===== src/rtl/fifo_io_pkg.sv =====
// fifo_io_pkg: shared state encoding and line levels for the FIFO serial reader
package fifo_io_pkg;
  typedef enum logic [2:0] {IDLE, READ, WAIT, START, DATA, STOP} state_t;
  localparam logic TX_IDLE = 1'b1;
  localparam logic START_BIT = 1'b0;
  localparam logic STOP_BIT = 1'b1;
  localparam int FIFO_DATA_WIDTH = 4;
endpackage


===== src/rtl/bit_timer.sv =====
// bit_timer: reloadable down-counter that ticks while it sits at zero
module bit_timer (
  input  logic       clk,
  input  logic       rst,
  input  logic       restart,
  input  logic [7:0] load,
  output logic       tick
);
  logic [7:0] cnt;
  always_ff @(posedge clk or posedge rst)
    if (rst) cnt <= '0;
    else if (restart) cnt <= load;
    else if (cnt != '0) cnt <= cnt - 8'd1;
  assign tick = cnt == '0;
endmodule


===== src/rtl/fifo_serial_reader.sv =====
// fifo_serial_reader: pops FIFO words and sends each as a start/data/stop serial frame
module fifo_serial_reader
  import fifo_io_pkg::*;
#(
  parameter int DATA_WIDTH = FIFO_DATA_WIDTH,
  parameter int BIT_CYCLES = 4,
  parameter int RD_LATENCY = 1,
  parameter int CNT_WIDTH  = 8
) (
  input  logic                  clk,
  input  logic                  rst,
  input  logic                  en,
  input  logic                  fifo_empty,
  input  logic [DATA_WIDTH-1:0] fifo_data,
  output logic                  fifo_rd_en,
  output logic                  tx,
  output logic                  busy,
  output logic                  frame_done,
  output logic [CNT_WIDTH-1:0]  frame_count
);
  localparam int BW = $clog2(DATA_WIDTH + 1);
  state_t state, state_n;
  logic [DATA_WIDTH-1:0] shift, shift_n;
  logic [BW-1:0] bit_cnt, bit_cnt_n;
  logic tick, restart, last_bit, stop_end;
  logic [7:0] load;
  always_comb begin
    state_n = state;
    shift_n = shift;
    bit_cnt_n = bit_cnt;
    last_bit = bit_cnt == BW'(DATA_WIDTH - 1);
    case (state)
      IDLE: state_n = (en && !fifo_empty) ? READ : IDLE;
      READ: state_n = WAIT;
      WAIT: if (tick) begin
        state_n = START;
        shift_n = fifo_data;
      end
      START: if (tick) begin
        state_n = DATA;
        bit_cnt_n = '0;
      end
      DATA: if (tick) begin
        shift_n = shift >> 1;
        state_n = last_bit ? STOP : DATA;
        bit_cnt_n = last_bit ? bit_cnt : bit_cnt + BW'(1);
      end
      STOP: state_n = tick ? IDLE : STOP;
      default: state_n = IDLE;
    endcase
    stop_end = state == STOP && tick;
    // every phase change and every data-bit boundary starts a fresh count
    restart = state_n != state || (state == DATA && tick);
    load = state_n == WAIT ? 8'(RD_LATENCY - 1) : 8'(BIT_CYCLES - 1);
  end
  bit_timer u_timer (.clk(clk), .rst(rst), .restart(restart), .load(load), .tick(tick));
  always_ff @(posedge clk or posedge rst)
    if (rst) begin
      state <= IDLE;
      shift <= '0;
      bit_cnt <= '0;
      fifo_rd_en <= 1'b0;
      tx <= TX_IDLE;
      busy <= 1'b0;
      frame_done <= 1'b0;
      frame_count <= '0;
    end else begin
      state <= state_n;
      shift <= shift_n;
      bit_cnt <= bit_cnt_n;
      fifo_rd_en <= state_n == READ;
      tx <= state_n == START ? START_BIT : state_n == DATA ? shift_n[0] : state_n == STOP ? STOP_BIT : TX_IDLE;
      busy <= state_n != IDLE;
      frame_done <= stop_end;
      frame_count <= frame_count + CNT_WIDTH'(stop_end);
    end
endmodule


===== config.mk =====
export PLATFORM = sky130hd
export DESIGN_NAME = fifo_serial_reader
export DESIGN_NICKNAME = d
export VERILOG_FILES = /design/src/rtl/fifo_io_pkg.sv /design/src/rtl/bit_timer.sv /design/src/rtl/fifo_serial_reader.sv
export SDC_FILE = /design/constraint.sdc
export NUM_CORES = 1
export LEC_CHECK = 0
export BUFFER_PORTS_ARGS = -buffer_cell sky130_fd_sc_hd__buf_4
export CAP_MARGIN = 15
export CORE_MARGIN = 1.5
export CORE_UTILIZATION = 50
export DETAILED_ROUTE_END_ITERATION = 10
export MAX_ROUTING_LAYER = met4
export PLACE_DENSITY = 0.69
export SLEW_MARGIN = 15
export SYNTH_ARGS = -nofsm -noshare
export SYNTH_HDL_FRONTEND = slang
export SYNTH_SLANG_ARGS = --single-unit

===== constraint.sdc =====
create_clock -name clk -period 2.6 [get_ports clk]
set_input_delay 0.39 -clock clk [delete_from_list [all_inputs] [get_ports clk]]
set_output_delay 0.39 -clock clk [all_outputs]
set_load 0.02 [all_outputs]

# After elaboration in Yosys (flattened, before gate mapping)
# Index checks and enable logic that the tools add are counted.
[word_totals] regBits=30 in_bits=8
[op_classes] n_addsub=3 eq_ne=15 mux=19 n_reduce_logical=14
[op_table] operator="3-bit 2-to-1 mux" n=7
[op_table] operator="3-bit case mux with 6 select lines" n=1
[op_table] operator="8-bit 2-to-1 mux" n=2
[op_table] operator="3-bit by 2-bit equality test with 1-bit output, second input constant" n=5
[op_table] operator="3-bit equality test, second input constant" n=3
[op_table] operator="8-bit by 1-bit adder with 8-bit output" n=1
[op_table] operator="8-bit zero test" n=1
[op_table] operator="4-bit 2-to-1 mux" n=2
[op_table] operator="2-bit != test, second input constant" n=4
[op_table] operator="4-bit case mux with 2 select lines" n=1
[op_table] operator="8-bit nonzero test" n=1
[op_table] operator="8-bit by 1-bit subtractor with 8-bit output, second input constant" n=1
[op_table] operator="3-bit by 1-bit equality test with 1-bit output, second input constant" n=2
[op_table] operator="3-bit case mux with 2 select lines" n=1
[op_table] operator="2-bit nonzero test" n=3
[op_table] operator="1-bit 2-to-1 mux" n=4
[op_table] operator="4-bit AND reduction" n=1
[op_table] operator="3-bit by 1-bit adder with 3-bit output, second input constant" n=1
[op_table] operator="1-bit logical AND" n=3
[op_table] operator="3-bit zero test" n=1
[op_table] operator="3-bit != test" n=1
[op_table] operator="3-bit AND reduction" n=1
[op_table] operator="3-bit nonzero test" n=1
[op_table] operator="2-bit 2-to-1 mux" n=1
[op_table] operator="other kinds (2)" n=2

# Depth between registers and ports, before layout
# Gate-level depths: netlist (run 1).
[depth] ltp_word=7 depth_mapped=10 ltp_nobuf=10

# Hierarchy
# From an unflattened synthesis (run 1), not the netlist that was laid out.
[hier_totals] cells_unflattened=163 area_unflattened_um2=1607.8
[by_module_without_submodules] mod="fifo_serial_reader" n_inst=1 cells_per_inst=107 area_per_inst_um2=1111.1 seq_area_each_um2=551.8
[by_module_without_submodules] mod="bit_timer" n_inst=1 cells_per_inst=56 area_per_inst_um2=496.7 seq_area_each_um2=200.2

# Worst setup path before layout (run 1)
# No wires, ideal clock.
[synth_path] path_kind="register -> register" start="register u_timer.cnt[0]" end="register frame_count[6]" arrival_ns=2.093 path_slack_ns=0.378 stages_incl_launch_ff=11 period_less_slack_ns=2.222 path_cell_list="dfrtp_1 inv_1 ha_1 nor3b_2 nand2_4 nor3_1 ha_1 ha_1 and3_1 nand3_1 xnor2_1"
[synth_via] elab_chain_cells=3
[synth_rtl] item="start: declaration" line_no="bit_timer.sv:9" text="logic [7:0] cnt;"
[synth_rtl] item="start signal: assignment" line_no="bit_timer.sv:12" text="else if (restart) cnt <= load;"
[synth_rtl] item="start signal: assignment" line_no="bit_timer.sv:13" text="else if (cnt != '0) cnt <= cnt - 8'd1;"
[synth_rtl] item="8-bit zero test" line_no="bit_timer.sv:14" text="assign tick = cnt == '0;"
[synth_rtl] item="1-bit logical AND" line_no="fifo_serial_reader.sv:51" text="stop_end = state == STOP && tick;"
[synth_rtl] item="net stop_end" line_no="fifo_serial_reader.sv:25" text="logic tick, restart, last_bit, stop_end;"
[synth_rtl] item="8-bit by 1-bit adder with 8-bit output" line_no="fifo_serial_reader.sv:75" text="frame_count <= frame_count + CNT_WIDTH'(stop_end);"
[synth_rtl] item="end signal: assignment" line_no="fifo_serial_reader.sv:75"
[synth_rtl] item="end: declaration" line_no="fifo_serial_reader.sv:19" text="output logic [CNT_WIDTH-1:0] frame_count"
# The timed path passes the listed nets, and every way through them passes these cells.
# A chain may end at the register's enable or synchronous reset.

# Worst setup path in the final report (run 1)
# Same ends and word-level chain as after synthesis.

==> results of run 1 <==
worst register-to-register path, cell delays in order, from the launching register on:
cell                      delay [ps]
sky130_fd_sc_hd__dfrtp_1         420
sky130_fd_sc_hd__inv_1            70
sky130_fd_sc_hd__ha_1            210
sky130_fd_sc_hd__nor3b_2         290
sky130_fd_sc_hd__nand2_4         110
sky130_fd_sc_hd__nor3_1          230
sky130_fd_sc_hd__ha_1            250
sky130_fd_sc_hd__ha_1            190
sky130_fd_sc_hd__and3_1          190
sky130_fd_sc_hd__nand3_1         100
sky130_fd_sc_hd__xnor2_1         140
report_power, final:
part / switching (mW) / total [mW] / internal (mW)
clock: 0.162 / 0.292 / 0.130
combinational: 0.386 / 0.733 / 0.346
sequential: 0.0981 / 0.676 / 0.578
cells in the final DEF, fill, tap and decap left out, types with 3 or more instances in the layout:
cell                        n
sky130_fd_sc_hd__nor2_1     6
sky130_fd_sc_hd__ha_1       5
sky130_fd_sc_hd__inv_1      8
sky130_fd_sc_hd__a21oi_1   10
sky130_fd_sc_hd__clkbuf_4   5
sky130_fd_sc_hd__buf_4     25
sky130_fd_sc_hd__nand3_1    4
sky130_fd_sc_hd__a221o_1    3
sky130_fd_sc_hd__xnor2_1    5
sky130_fd_sc_hd__nand2b_1   4
sky130_fd_sc_hd__xor2_1     3
sky130_fd_sc_hd__dfrtp_1   29
sky130_fd_sc_hd__nand2_1    3
sky130_fd_sc_hd__nor3_1     7
sky130_fd_sc_hd__and3_1     3
sky130_fd_sc_hd__o21ai_0    4
flip-flops by register name, indices dropped and copies added, names as in the netlist, 3 cells and up:
signal / count
frame_count: 8
u_timer.cnt: 8
shift: 4
bit_cnt: 3
state: 3
final cells by class:
type                       instances  area [sq um]
fill                             251          1170
multi-input combinational        100         769.5
sequential                        30         752.0
inverter                           8         30.03
tap                               44         55.05
clock inverter                     2         12.51
timing repair buffer              25         187.7
clock buffer                       6         51.30
worst paths after layout:
| check | start | to | slack (ps) |
|---|---|---|---|
| hold / removal | rst | frame_count[1] | 130 |
| max in group asynchronous | rst | tx | 2150 |
| min in group clk | fifo_data[3] | shift[3] | 290 |
| hold reg to reg | frame_count[7] | frame_count[7] | 480 |
| setup reg to reg | u_timer.cnt[0] | frame_count[6] | 310 |
| setup / recovery | u_timer.cnt[0] | frame_count[6] | 310 |
logic make-up (layout without fill, tap and decap cells):
family / count (synthesis) / count (layout) / synth area share [%]
AND/OR/NAND/NOR: 51 / 51 / 21.89
AO/OA/AOI/OAI: 33 / 33 / 16.42
flip-flops: 30 / 30 / 47.66
buffers and inverters: 13 / 41 / 3.568
XOR/XNOR: 8 / 8 / 4.441
adder cells (fa/ha/maj): 5 / 5 / 3.965
multiplexers: 3 / 3 / 2.062
layer usage:
layer	vias to the layer above	share of wire (%)	track usage (%)
met5	-	0	-
met3	4	3.8	5.895
met2	21	48	31.11
met4	0	1.0	7.143
li1	589	-	-
met1	597	47	24.86
through the flow:
stage                     area (sq um)  setup slack (ps)  std cells
after global routing              1858             112.5        215
after global placement            1794             409.9        207
final                             1858             307.4        215
after CTS                         1858             300.8        215
after floorplan                   1578             377.6        143
after detailed placement          1794             307.5        207
==> metrics.txt, run 1 <==
# TYPE chip_impl_metric gauge
chip_impl_metric{name="report.final.setup_viol",unit=""} 0
chip_impl_metric{name="initialDrtViolationCount",unit=""} 33
chip_impl_info{name="ranking_of_synthesized_cells_by_area",value="sky130_fd_sc_hd__dfrtp_1 (46%), sky130_fd_sc_hd__ha_1 (4.0%), sky130_fd_sc_hd__a21oi_1 (3.2%), sky130_fd_sc_hd__xnor2_1 (2.8%), sky130_fd_sc_hd__nor3_1 (2.2%)"} 1
chip_impl_metric{name="hold_ws",unit="ps"} 125.3
chip_impl_metric{name="crit_required",unit="ps"} 2820
chip_impl_metric{name="finalWorstPathRequiredPeriod",unit="ps"} 2293
chip_impl_metric{name="drt_first_pass_iters",unit=""} 4
chip_impl_metric{name="avgRoutedWirePerCell",unit="um"} 14.06
chip_impl_metric{name="num_antenna_cells",unit=""} 0
chip_impl_metric{name="die_height",unit="um"} 59.18
chip_impl_metric{name="post-cts-setup-buffer-count",unit=""} 0
chip_impl_info{name="crit_path_end_kind",value="flip-flop"} 1
chip_impl_metric{name="postCtsResizedCells",unit=""} 0
chip_impl_info{name="critical-path-top-delay-family",value="simple AND/OR/NAND/NOR gates"} 1
chip_impl_metric{name="cts.hold.buffers_added",unit=""} 0
chip_impl_metric{name="number_of_nets_still_failing_antenna_checks_after_routing",unit=""} 0
chip_impl_metric{name="syn-instance-count",unit=""} 143
chip_impl_info{name="clk_root_buffer_cell",value="sky130_fd_sc_hd__clkbuf_4"} 1
chip_impl_metric{name="core_region_area",unit="sq mm"} 0.003028
chip_impl_metric{name="clk_latency",unit="ps"} 320
chip_impl_metric{name="cts_inserted_buffers",unit=""} 5
chip_impl_metric{name="route.detailed.drc",unit=""} 0
chip_impl_metric{name="first_global_vias",unit=""} 1123
chip_impl_metric{name="grt_overflow",unit=""} 0
chip_impl_metric{name="initial_utilization",unit="%"} 52.11
chip_impl_info{name="timing.critical_path.mode_cell",value="sky130_fd_sc_hd__ha_1"} 1
chip_impl_info{name="start_to_end_type_of_the_worst_setup_path",value="flip-flop to flip-flop"} 1
chip_impl_info{name="worstSetupStartpointType",value="flip-flop"} 1
chip_impl_metric{name="max_freq",unit="MHz"} 436.2
chip_impl_metric{name="routed_wirelength",unit="um"} 3022
chip_impl_metric{name="design.portCount",unit=""} 20
chip_impl_info{name="hold_path.class",value="primary input to async pin"} 1
chip_impl_metric{name="avgViaCountPerCell",unit=""} 5.633
chip_impl_metric{name="cap_violations",unit=""} 0
chip_impl_metric{name="yosys.cell_types.count",unit=""} 52
chip_impl_metric{name="grt_start_max_net_pins",unit=""} 31
chip_impl_metric{name="number_of_enable_flip_flop_cells_after_synthesis",unit=""} 0
chip_impl_metric{name="die-area",unit="sq mm"} 0.003502
chip_impl_metric{name="area_fraction_of_the_dominant_cell_type_after_synthesis",unit="%"} 46.00
chip_impl_metric{name="power_leakage",unit="nW"} 0.8679
chip_impl_metric{name="timing.critical_path.arrival",unit="ps"} 2510
chip_impl_info{name="rsz0062_at_grt",value="no"} 1
chip_impl_metric{name="nNetsFinal",unit=""} 183
chip_impl_metric{name="worst_pin_slew",unit="ps"} 431.9
chip_impl_metric{name="synthArstFlopShare",unit="%"} 100.0
chip_impl_metric{name="groute.usage.overall",unit="%"} 20.02
chip_impl_metric{name="power",unit="mW"} 1.701
chip_impl_info{name="crit_slowest_cell",value="sky130_fd_sc_hd__dfrtp_1"} 1
chip_impl_metric{name="syn2layout_area_growth",unit="%"} 17.76
chip_impl_metric{name="cts_max_level",unit=""} 2
chip_impl_metric{name="layout-drive-gt1-share",unit="%"} 28.65
chip_impl_info{name="run_status",value="complete, no violations"} 1
chip_impl_metric{name="yosys_register_bits",unit=""} 30
chip_impl_metric{name="synth-seq-area-share",unit="%"} 47.66
chip_impl_metric{name="critical_path_cell_count",unit=""} 10
chip_impl_info{name="post-synth-top-area-cell",value="sky130_fd_sc_hd__dfrtp_1"} 1
chip_impl_metric{name="detailedPlacementHpwl",unit="um"} 2212
chip_impl_info{name="tritoncts",value="built"} 1
chip_impl_metric{name="grt_antenna_before_repair",unit=""} 0
chip_impl_metric{name="avgSynthCellArea",unit="sq um"} 11.03
chip_impl_metric{name="postLayoutCoreUtil",unit="%"} 61.36
chip_impl_metric{name="worst_setup_hold_path_clk_slew",unit="ps"} 100
chip_impl_metric{name="report.final.hold_viol_count",unit=""} 0
chip_impl_metric{name="gp_congestion",unit=""} 0.8681
chip_impl_metric{name="irDropWorstVdd",unit="V"} 0.0005473
chip_impl_metric{name="critical_path_s_largest_stage_delay",unit="ps"} 420
chip_impl_metric{name="post-route-period-util",unit="%"} 88.18
chip_impl_metric{name="ctsLongestPathBuffers",unit=""} 2
chip_impl_metric{name="power-per-cell-area",unit="mW/mm^2"} 915.3
chip_impl_metric{name="timing_max_transition_violations_final",unit=""} 0
chip_impl_metric{name="place.port_buffers",unit=""} 19
chip_impl_info{name="yosys_most_used_dff",value="sky130_fd_sc_hd__dfrtp_1"} 1
chip_impl_info{name="ys_top_cells_by_count",value="sky130_fd_sc_hd__dfrtp_1 (29), sky130_fd_sc_hd__a21oi_1 (10), sky130_fd_sc_hd__inv_1 (8)"} 1
chip_impl_metric{name="synth_area",unit="sq mm"} 0.001578
chip_impl_metric{name="r2r_cells",unit=""} 10
chip_impl_metric{name="via_count",unit=""} 1211
chip_impl_metric{name="count_of_clock_tree_sinks",unit=""} 30
chip_impl_metric{name="global_route_wire_length_before_repair",unit="um"} 5009
chip_impl_metric{name="placement_rows",unit=""} 20
chip_impl_metric{name="mappedNetlistNets",unit=""} 156
chip_impl_metric{name="die_x",unit="um"} 59.18
chip_impl_metric{name="setup_tns",unit="ps"} 0
chip_impl_metric{name="maxSlewHeadroom",unit="%"} 70.98
chip_impl_metric{name="critical_path_buf_inv_count",unit=""} 1
chip_impl_info{name="path_cells",value="inv_1, ha_1, nor3b_2, nand2_4, nor3_1, ha_1, ha_1, and3_1, nand3_1, xnor2_1"} 1
chip_impl_metric{name="synthesis.yosys.warnings",unit=""} 0
chip_impl_metric{name="skew",unit="ps"} 5.421
chip_impl_info{name="yosys.cell_count.top_type",value="sky130_fd_sc_hd__dfrtp_1"} 1
chip_impl_metric{name="critical_path.max_fanout",unit=""} 7
Note: power is estimated with default switching activity, not from simulation.
==> run 2, diff against run 1 <==
--- a/config.mk
+++ b/config.mk
@@ -15,4 +15,5 @@
 export SLEW_MARGIN = 15
 export SYNTH_ARGS = -nofsm -noshare
 export SYNTH_HDL_FRONTEND = slang
+export SYNTH_HIERARCHICAL = 1
 export SYNTH_SLANG_ARGS = --single-unit
==> run 2 against run 1 <==
Count of clock-buffer cells in the layout is 1 higher. Cell area is 3.1% higher. Maximum frequency is 5.7% lower. Die area is 1.8% higher. Clock skew is 1.2 ps higher. Combinational power is 15% lower. Synthesized cell count is 14% higher. Sequential power is 7.8% higher. Wire length is 4.2% higher. Area after synthesis is 1.9% higher. Non-clock buffer count is 1 lower. Critical endpoint unchanged. Largest cell class unchanged. Highest routed layer unchanged.
==> metrics.txt, run 2 <==
# TYPE chip_impl_metric gauge
chip_impl_info{name="clk_root_buffer_cell",value="sky130_fd_sc_hd__clkbuf_4"} 1
chip_impl_metric{name="hold_ws",unit="ps"} 399.2
chip_impl_info{name="post-synth-top-area-cell",value="sky130_fd_sc_hd__dfrtp_1"} 1
chip_impl_metric{name="finalWorstPathRequiredPeriod",unit="ps"} 2432
chip_impl_metric{name="avgRoutedWirePerCell",unit="um"} 13.40
chip_impl_metric{name="worstHoldPathCells",unit=""} 3
chip_impl_info{name="tritoncts",value="built"} 1
chip_impl_metric{name="syn2layout_area_growth",unit="%"} 19.14
chip_impl_metric{name="grt_overflow",unit=""} 0
chip_impl_metric{name="timing.critical_path.arrival",unit="ps"} 2660
chip_impl_metric{name="cap_violations",unit=""} 0
chip_impl_metric{name="die_x",unit="um"} 59.71
chip_impl_metric{name="timing_max_transition_violations_final",unit=""} 0
chip_impl_info{name="run_status",value="complete, no violations"} 1
chip_impl_metric{name="critical_path_s_largest_stage_delay",unit="ps"} 510
chip_impl_metric{name="report.final.setup_viol",unit=""} 0
chip_impl_metric{name="synth-seq-area-share",unit="%"} 46.77
chip_impl_metric{name="postLayoutCoreUtil",unit="%"} 62.75
chip_impl_metric{name="skew",unit="ps"} 6.656
chip_impl_metric{name="design.portCount",unit=""} 20
chip_impl_metric{name="cts_inserted_buffers",unit=""} 5
chip_impl_metric{name="worst_pin_slew",unit="ps"} 793.6
chip_impl_info{name="crit_path_end_kind",value="flip-flop"} 1
chip_impl_metric{name="routed_wirelength",unit="um"} 3150
chip_impl_metric{name="die_height",unit="um"} 59.71
chip_impl_metric{name="drt_first_pass_iters",unit=""} 4
chip_impl_metric{name="avgViaCountPerCell",unit=""} 5.451
chip_impl_metric{name="r2r_cells",unit=""} 11
chip_impl_metric{name="synthArstFlopShare",unit="%"} 100.0
chip_impl_metric{name="avgSynthCellArea",unit="sq um"} 9.864
chip_impl_metric{name="yosys_register_bits",unit=""} 30
chip_impl_metric{name="placement_rows",unit=""} 20
chip_impl_metric{name="num_antenna_cells",unit=""} 0
chip_impl_info{name="crit_start",value="u_timer/cnt[0]"} 1
chip_impl_metric{name="grt_antenna_before_repair",unit=""} 0
chip_impl_metric{name="irDropWorstVdd",unit="V"} 0.0005353
chip_impl_metric{name="power.share.clock",unit="%"} 17.7
chip_impl_metric{name="ctsLongestPathBuffers",unit=""} 2
chip_impl_metric{name="critical_path.max_fanout",unit=""} 5
chip_impl_metric{name="crit_required",unit="ps"} 2830
chip_impl_metric{name="global_route_wire_length_before_repair",unit="um"} 5223
chip_impl_metric{name="max_freq",unit="MHz"} 411.2
chip_impl_info{name="ranking_of_synthesized_cells_by_area",value="sky130_fd_sc_hd__dfrtp_1 (45%), sky130_fd_sc_hd__ha_1 (3.9%), sky130_fd_sc_hd__xnor2_1 (3.8%), sky130_fd_sc_hd__nand2_1 (3.0%), sky130_fd_sc_hd__inv_1 (2.6%)"} 1
chip_impl_metric{name="power_leakage",unit="nW"} 0.8820
chip_impl_metric{name="place.port_buffers",unit=""} 19
chip_impl_info{name="yosys_most_used_dff",value="sky130_fd_sc_hd__dfrtp_1"} 1
chip_impl_metric{name="report.final.hold_viol_count",unit=""} 0
chip_impl_info{name="top_regs",value="frame_count x8, u_timer/cnt x8, shift x4"} 1
chip_impl_info{name="path_cells",value="inv_1, ha_2, or4b_4, nor2_4, nand2_1, nor2b_2, ha_2, ha_4, and3_4, nand3_1, xnor2_1"} 1
chip_impl_metric{name="synth_area",unit="sq mm"} 0.001608
chip_impl_info{name="layout_commonest_cell",value="sky130_fd_sc_hd__dfrtp_1"} 1
chip_impl_info{name="crit_slowest_cell",value="sky130_fd_sc_hd__or4b_4"} 1
chip_impl_metric{name="fraction_of_power_spent_switching_nets",unit="%"} 37.80
chip_impl_metric{name="groute.usage.overall",unit="%"} 20.56
chip_impl_metric{name="initialDrtViolationCount",unit=""} 44
chip_impl_info{name="hold_path.class",value="primary input to flip-flop"} 1
chip_impl_metric{name="route.detailed.drc",unit=""} 0
chip_impl_info{name="worstSetupStartpointType",value="flip-flop"} 1
chip_impl_metric{name="numPlacedInstances",unit=""} 225
chip_impl_metric{name="switchingPower",unit="mW"} 0.6209
chip_impl_metric{name="setup_tns",unit="ps"} 0
chip_impl_metric{name="via_count",unit=""} 1281
chip_impl_info{name="final_cell_mix",value="sky130_fd_sc_hd__dfrtp_1 (29), sky130_fd_sc_hd__buf_4 (23), sky130_fd_sc_hd__nand2_1 (13)"} 1
chip_impl_metric{name="seq_power_share",unit="%"} 44.4
chip_impl_metric{name="number_of_enable_flip_flop_cells_after_synthesis",unit=""} 0
chip_impl_metric{name="nNetsFinal",unit=""} 203
chip_impl_metric{name="count_of_clock_tree_sinks",unit=""} 30
chip_impl_metric{name="detailedPlacementHpwl",unit="um"} 2282
chip_impl_metric{name="post-route-period-util",unit="%"} 93.54
chip_impl_metric{name="first_global_vias",unit=""} 1272
chip_impl_metric{name="clk_latency",unit="ps"} 340
chip_impl_info{name="worstHoldStart",value="fifo_empty"} 1
chip_impl_metric{name="cts_max_level",unit=""} 2
chip_impl_metric{name="cell_internal_power",unit="mW"} 1.022
chip_impl_metric{name="power",unit="mW"} 1.643
chip_impl_info{name="rr_startpoint",value="u_timer/cnt[0]"} 1
chip_impl_info{name="start_to_end_type_of_the_worst_setup_path",value="flip-flop to flip-flop"} 1
chip_impl_metric{name="worst_setup_hold_path_clk_slew",unit="ps"} 90
chip_impl_metric{name="power-per-cell-area",unit="mW/mm^2"} 857.5
chip_impl_info{name="ys_top_cells_by_count",value="sky130_fd_sc_hd__dfrtp_1 (29), sky130_fd_sc_hd__nand2_1 (13), sky130_fd_sc_hd__inv_1 (11)"} 1
chip_impl_metric{name="core_region_area",unit="sq mm"} 0.003053
chip_impl_metric{name="maxSlewHeadroom",unit="%"} 47.03
chip_impl_metric{name="comb_power_share",unit="%"} 37.9
chip_impl_metric{name="yosys.cell_types.count",unit=""} 51
chip_impl_metric{name="final_cell_count_no_fill",unit=""} 235
chip_impl_metric{name="area_fraction_of_the_dominant_cell_type_after_synthesis",unit="%"} 45.14
chip_impl_metric{name="initial_utilization",unit="%"} 52.66
chip_impl_metric{name="grt_start_max_net_pins",unit=""} 23
chip_impl_metric{name="number_of_nets_still_failing_antenna_checks_after_routing",unit=""} 0
chip_impl_metric{name="syn-instance-count",unit=""} 163
chip_impl_metric{name="layout-drive-gt1-share",unit="%"} 24.61
chip_impl_info{name="yosys.cell_count.top_type",value="sky130_fd_sc_hd__dfrtp_1"} 1
chip_impl_metric{name="die-area",unit="sq mm"} 0.003565
chip_impl_info{name="timing.critical_path.mode_cell",value="sky130_fd_sc_hd__ha_2"} 1
chip_impl_metric{name="synthesis.yosys.warnings",unit=""} 6
chip_impl_metric{name="gp_congestion",unit=""} 0.8088
run 2: cell count changes after synthesis, sizes merged, moves of 4 or more:
cell,before,now
nand2,4,13
a21oi,10,5
buf,2,6
nor2,7,11
run 2: metal layers:
| layer | wire length (um) | track usage [%] |
|---|---|---|
| met5 | 0 | - |
| met3 | 148 | 7.143 |
| met2 | 1554 | 33.70 |
| met1 | 1360 | 22.11 |
| met4 | 87 | 9.841 |
run 2: worst paths after layout:
| path | end | slack (ps) |
|---|---|---|
| setup / recovery | frame_count[6] | 170 |
| hold / removal | fifo_rd_en | 400 |
| setup reg to reg | frame_count[6] | 170 |
| hold reg to reg | frame_count[7] | 480 |
| max in group asynchronous | shift[3] | 1340 |
| min in group asynchronous | u_timer/cnt[5] | 570 |
run 2: logic make-up after synthesis:
| logic type | synth area share [%] |
|---|---|
| simple gates | 20.55 |
| xor+xnor | 5.448 |
| fa+ha+maj | 3.891 |
| mux | 2.646 |
| buf+inv | 5.214 |
| flops | 46.77 |
| other cells | 0.2332 |
| compound gates | 15.25 |
run 2: layout make-up:
type | count | area, sq um
fillers | 274 | 1137
clock inverters | 1 | 5.005
multi-input cells | 118 | 824.5
well taps | 44 | 55.05
repair buffers | 24 | 182.7
flip-flops and latches | 30 | 752.0
inverters | 11 | 41.29
clock buffers | 7 | 55.05
run 2: through the flow:
stage	worst slack, ps	cell area, sq um
floorplan	14.46	1674
global placement	199.8	1836
detailed placement	93.45	1836
CTS	74.01	1906
global route	-7.164	1916
finish	168.0	1916
run 2: power groups by stage:
stage / combinational (mW) / clock, mW / sequential [mW]
6_report: 0.623 / 0.291 / 0.729
5_1_grt: 0.691 / 0.322 / 0.746
4_1_cts: 0.613 / 0.300 / 0.725
3_5_place_dp: 0.597 / 0 / 0.735
3_3_place_gp: 0.585 / 0 / 0.729
2_1_floorplan: 0.515 / 0 / 0.694
run 2: critical path: cells and delay by family (launching register included):
family                     cells  cell delay [ps]
adders and majority gates      3              580
buffers and inverters          1               90
and+or+nand+nor                6             1130
DFF                            1              410
xor gates and xnor gates       1              130
run 2: what timing repair did:
item	4_1_cts	5_1_grt
endpoints found under the hold margin	3	0
buffers inserted	0	1
gates resized for setup	0	1
hold buffers	1	0
setup endpoints to repair	0	3
==> run 3, diff against run 2 <==
--- a/config.mk
+++ b/config.mk
@@ -5,6 +5,7 @@
 export SDC_FILE = /design/constraint.sdc
 export NUM_CORES = 1
 export LEC_CHECK = 0
+export ABC_AREA = 1
 export BUFFER_PORTS_ARGS = -buffer_cell sky130_fd_sc_hd__buf_4
 export CAP_MARGIN = 15
 export CORE_MARGIN = 1.5
==> constraint.sdc (replaced) <==
create_clock -name clk -period 2.6 [get_ports clk]
set_input_delay 0.52 -clock clk [delete_from_list [all_inputs] [get_ports clk]]
set_output_delay 0.52 -clock clk [all_outputs]
set_load 0.02 [all_outputs]
==> run 3 against run 2 <==
Via count rose by 4.7%. Setup slack better by 100 ps. Combinational power grew 15%. Area after synthesis rose by 1.5%. Sequential power is 4.0% lower. Clock skew up 3.2 ps. Global-route usage increased by 0.36 points. Worst hold slack worse by 250 ps. Utilization shrank 0.88 points. Maximum frequency increased by 4.5%. First-iteration DRC count is 41% higher. Critical endpoint is now frame_count[7]. Highest routed layer unchanged.
==> metrics.txt, run 3 <==
# TYPE chip_impl_metric gauge
chip_impl_metric{name="timing.critical_path.arrival",unit="ps"} 2550
chip_impl_metric{name="ctsLongestPathBuffers",unit=""} 2
chip_impl_info{name="final_cell_mix",value="sky130_fd_sc_hd__nand2_1 (57), sky130_fd_sc_hd__dfrtp_1 (29), sky130_fd_sc_hd__inv_1 (23)"} 1
chip_impl_metric{name="placement_rows",unit=""} 20
chip_impl_metric{name="gp_congestion",unit=""} 0.8656
chip_impl_metric{name="yosys_register_bits",unit=""} 30
chip_impl_info{name="run_status",value="complete, no violations"} 1
chip_impl_metric{name="nNetsFinal",unit=""} 244
chip_impl_metric{name="num_antenna_cells",unit=""} 0
chip_impl_info{name="ranking_of_synthesized_cells_by_area",value="sky130_fd_sc_hd__dfrtp_1 (44%), sky130_fd_sc_hd__nand2_1 (13%), sky130_fd_sc_hd__nand3_1 (5.8%), sky130_fd_sc_hd__inv_1 (5.3%), sky130_fd_sc_hd__nor2_1 (4.4%)"} 1
chip_impl_info{name="yosys_most_used_dff",value="sky130_fd_sc_hd__dfrtp_1"} 1
chip_impl_metric{name="worst_setup_hold_path_clk_slew",unit="ps"} 90
chip_impl_metric{name="syn-instance-count",unit=""} 200
chip_impl_metric{name="cell_internal_power",unit="mW"} 0.9625
chip_impl_metric{name="die_height",unit="um"} 60.13
chip_impl_info{name="layout_commonest_cell",value="sky130_fd_sc_hd__nand2_1"} 1
chip_impl_metric{name="core_region_area",unit="sq mm"} 0.003078
chip_impl_info{name="start_to_end_type_of_the_worst_setup_path",value="flip-flop to flip-flop"} 1
chip_impl_metric{name="routed_wirelength",unit="um"} 3137
chip_impl_info{name="crit_path_end_kind",value="flip-flop"} 1
chip_impl_metric{name="initialDrtViolationCount",unit=""} 62
chip_impl_metric{name="layout.filler_cells",unit=""} 279
chip_impl_metric{name="report.final.hold_viol_count",unit=""} 0
chip_impl_metric{name="layout-drive-gt1-share",unit="%"} 21.12
chip_impl_info{name="critical-path-top-delay-family",value="simple AND/OR/NAND/NOR gates"} 1
chip_impl_info{name="rsz0062_at_grt",value="no"} 1
chip_impl_metric{name="synthesis.yosys.warnings",unit=""} 6
chip_impl_metric{name="avgSynthCellArea",unit="sq um"} 8.158
chip_impl_metric{name="cts_max_level",unit=""} 2
chip_impl_info{name="hold_path.class",value="primary input to async pin"} 1
chip_impl_metric{name="cts_inserted_buffers",unit=""} 5
chip_impl_metric{name="grt_antenna_before_repair",unit=""} 0
chip_impl_info{name="worstSetupStartpointType",value="flip-flop"} 1
chip_impl_metric{name="seq_power_share",unit="%"} 41.8
chip_impl_metric{name="irDropWorstVdd",unit="V"} 0.0006701
chip_impl_metric{name="drt_first_pass_iters",unit=""} 4
chip_impl_info{name="crit_slowest_cell",value="sky130_fd_sc_hd__dfrtp_1"} 1
chip_impl_info{name="yosys.cell_count.top_type",value="sky130_fd_sc_hd__nand2_1"} 1
chip_impl_metric{name="detailedPlacementHpwl",unit="um"} 2405
chip_impl_metric{name="yosys.cell_types.count",unit=""} 29
chip_impl_metric{name="number_of_enable_flip_flop_cells_after_synthesis",unit=""} 0
chip_impl_metric{name="maxSlewHeadroom",unit="%"} 44.81
chip_impl_metric{name="power_leakage",unit="nW"} 1.048
chip_impl_metric{name="die-area",unit="sq mm"} 0.003615
chip_impl_metric{name="postCtsResizedCells",unit=""} 0
chip_impl_metric{name="die_x",unit="um"} 60.13
chip_impl_metric{name="post-cts-setup-buffer-count",unit=""} 0
chip_impl_metric{name="design.portCount",unit=""} 20
chip_impl_metric{name="cap_violations",unit=""} 0
chip_impl_metric{name="grt_start_max_net_pins",unit=""} 23
chip_impl_metric{name="crit_required",unit="ps"} 2820
chip_impl_metric{name="power",unit="mW"} 1.675
chip_impl_metric{name="grt_overflow",unit=""} 0
chip_impl_metric{name="area_fraction_of_the_dominant_cell_type_after_synthesis",unit="%"} 44.48
chip_impl_metric{name="power.share.clock",unit="%"} 15.5
chip_impl_metric{name="avgRoutedWirePerCell",unit="um"} 11.37
chip_impl_metric{name="worst_pin_slew",unit="ps"} 827.0
chip_impl_metric{name="critical_path_s_largest_stage_delay",unit="ps"} 380
chip_impl_info{name="path_cells",value="inv_1, ha_1, nand2_4, nor2_8, clkinv_2, nor3_1, ha_1, nand3_1, nor3_2, nand3_1, xnor2_1"} 1
chip_impl_metric{name="count_of_clock_tree_sinks",unit=""} 30
chip_impl_metric{name="first_global_vias",unit=""} 1248
chip_impl_metric{name="groute.usage.overall",unit="%"} 20.92
chip_impl_metric{name="power-per-cell-area",unit="mW/mm^2"} 879.3
chip_impl_metric{name="timing_max_transition_violations_final",unit=""} 0
chip_impl_metric{name="postLayoutCoreUtil",unit="%"} 61.87
chip_impl_metric{name="post-route-period-util",unit="%"} 89.51
chip_impl_metric{name="global_route_wire_length_before_repair",unit="um"} 5430
chip_impl_metric{name="switchingPower",unit="mW"} 0.7120
chip_impl_metric{name="critical_path_buf_inv_count",unit=""} 2
chip_impl_info{name="post-synth-top-area-cell",value="sky130_fd_sc_hd__dfrtp_1"} 1
chip_impl_info{name="top_regs",value="frame_count x8, u_timer/cnt x8, shift x4"} 1
chip_impl_metric{name="via_count",unit=""} 1341
chip_impl_info{name="ys_top_cells_by_count",value="sky130_fd_sc_hd__nand2_1 (57), sky130_fd_sc_hd__dfrtp_1 (29), sky130_fd_sc_hd__inv_1 (23)"} 1
chip_impl_metric{name="report.final.setup_viol",unit=""} 0
chip_impl_info{name="tritoncts",value="built"} 1
chip_impl_metric{name="number_of_nets_still_failing_antenna_checks_after_routing",unit=""} 0
chip_impl_metric{name="critical_path.max_fanout",unit=""} 7
chip_impl_metric{name="clk_latency",unit="ps"} 320
chip_impl_metric{name="avgViaCountPerCell",unit=""} 4.859
chip_impl_metric{name="place.port_buffers",unit=""} 19
chip_impl_metric{name="finalWorstPathRequiredPeriod",unit="ps"} 2327
chip_impl_metric{name="comb_power_share",unit="%"} 42.7
chip_impl_metric{name="max_freq",unit="MHz"} 429.7
chip_impl_metric{name="synth_area",unit="sq mm"} 0.001632
chip_impl_metric{name="route.detailed.drc",unit=""} 0
chip_impl_metric{name="fraction_of_power_spent_switching_nets",unit="%"} 42.52
chip_impl_info{name="clk_root_buffer_cell",value="sky130_fd_sc_hd__clkbuf_4"} 1
chip_impl_metric{name="initial_utilization",unit="%"} 53.01
chip_impl_metric{name="setup_tns",unit="ps"} 0
chip_impl_metric{name="cts.hold.buffers_added",unit=""} 0
chip_impl_metric{name="synth-seq-area-share",unit="%"} 46.09
chip_impl_metric{name="syn2layout_area_growth",unit="%"} 16.72
chip_impl_metric{name="synthArstFlopShare",unit="%"} 100.0
chip_impl_metric{name="skew",unit="ps"} 9.823
run 3: area by class of cell:
cell class | count | area [sq um] | share of cell area [%]
Clock buffer | 6 | 41.29 | 2.168
Clock inverter | 2 | 10.01 | 0.5256
Inverter | 27 | 105.1 | 5.519
Multi-Input combinational cell | 146 | 783.3 | 41.13
Sequential cell | 30 | 752.0 | 39.49
Tap cell | 44 | 55.05 | 2.891
Timing Repair Buffer | 21 | 157.7 | 8.279
run 3: power groups by stage:
stage	combinational (mW)	clock, mW	sequential [mW]
after floorplan	0.569	0	0.693
after global placement	0.684	0	0.700
after detailed placement	0.714	0	0.705
after CTS	0.718	0.275	0.697
after global routing	0.823	0.291	0.713
final	0.715	0.259	0.700
run 3: worst reg2reg max path: stages, from the launching register on:
cell	delay, ps
sky130_fd_sc_hd__dfrtp_1	380
sky130_fd_sc_hd__inv_1	110
sky130_fd_sc_hd__ha_1	300
sky130_fd_sc_hd__nand2_4	100
sky130_fd_sc_hd__nor2_8	160
sky130_fd_sc_hd__clkinv_2	120
sky130_fd_sc_hd__nor3_1	250
sky130_fd_sc_hd__ha_1	220
sky130_fd_sc_hd__nand3_1	140
sky130_fd_sc_hd__nor3_2	200
sky130_fd_sc_hd__nand3_1	120
sky130_fd_sc_hd__xnor2_1	140
run 3: logic make-up after synthesis:
kind of cell    share of synthesized area [%]
xor+xnor                                4.295
flops                                   46.09
buf+inv                                 7.361
simple gates                            33.36
other cells                            0.2298
compound gates                          4.832
fa+ha+maj                               3.834
run 3: layer usage:
metal / track usage, % / wire length [um] / up-vias
li1: - / - / 689
met2: 31.06 / 1469 / 44
met5: - / 0 / -
met4: 7.302 / 36 / 0
met1: 27.35 / 1467 / 602
met3: 5.844 / 163 / 6
run 3: path summary, 6_finish.rpt:
kind	from	to	slack, ps	cells after the start
max	u_timer/cnt[0]	frame_count[7]	270	11
min	rst	u_timer/cnt[7]	150	2
max reg2reg	u_timer/cnt[0]	frame_count[7]	270	11
min reg2reg	frame_count[7]	frame_count[7]	490	1
max in group asynchronous	rst	shift[3]	1720	2
min in group clk	fifo_data[1]	shift[1]	420	3
run 3: per-stage QoR:
step | instance area (sq um) | setup slack (ps) | instances | hold slack (ps)
after detailed placement | 1848 | 198.1 | 268 | 479.2
after global placement | 1848 | 303.8 | 268 | 472.1
after CTS | 1899 | 188.2 | 276 | 144.9
after global routing | 1904 | 62.48 | 276 | 161.9
final | 1904 | 272.6 | 276 | 145.1
after floorplan | 1650 | 294.8 | 205 | 335.7
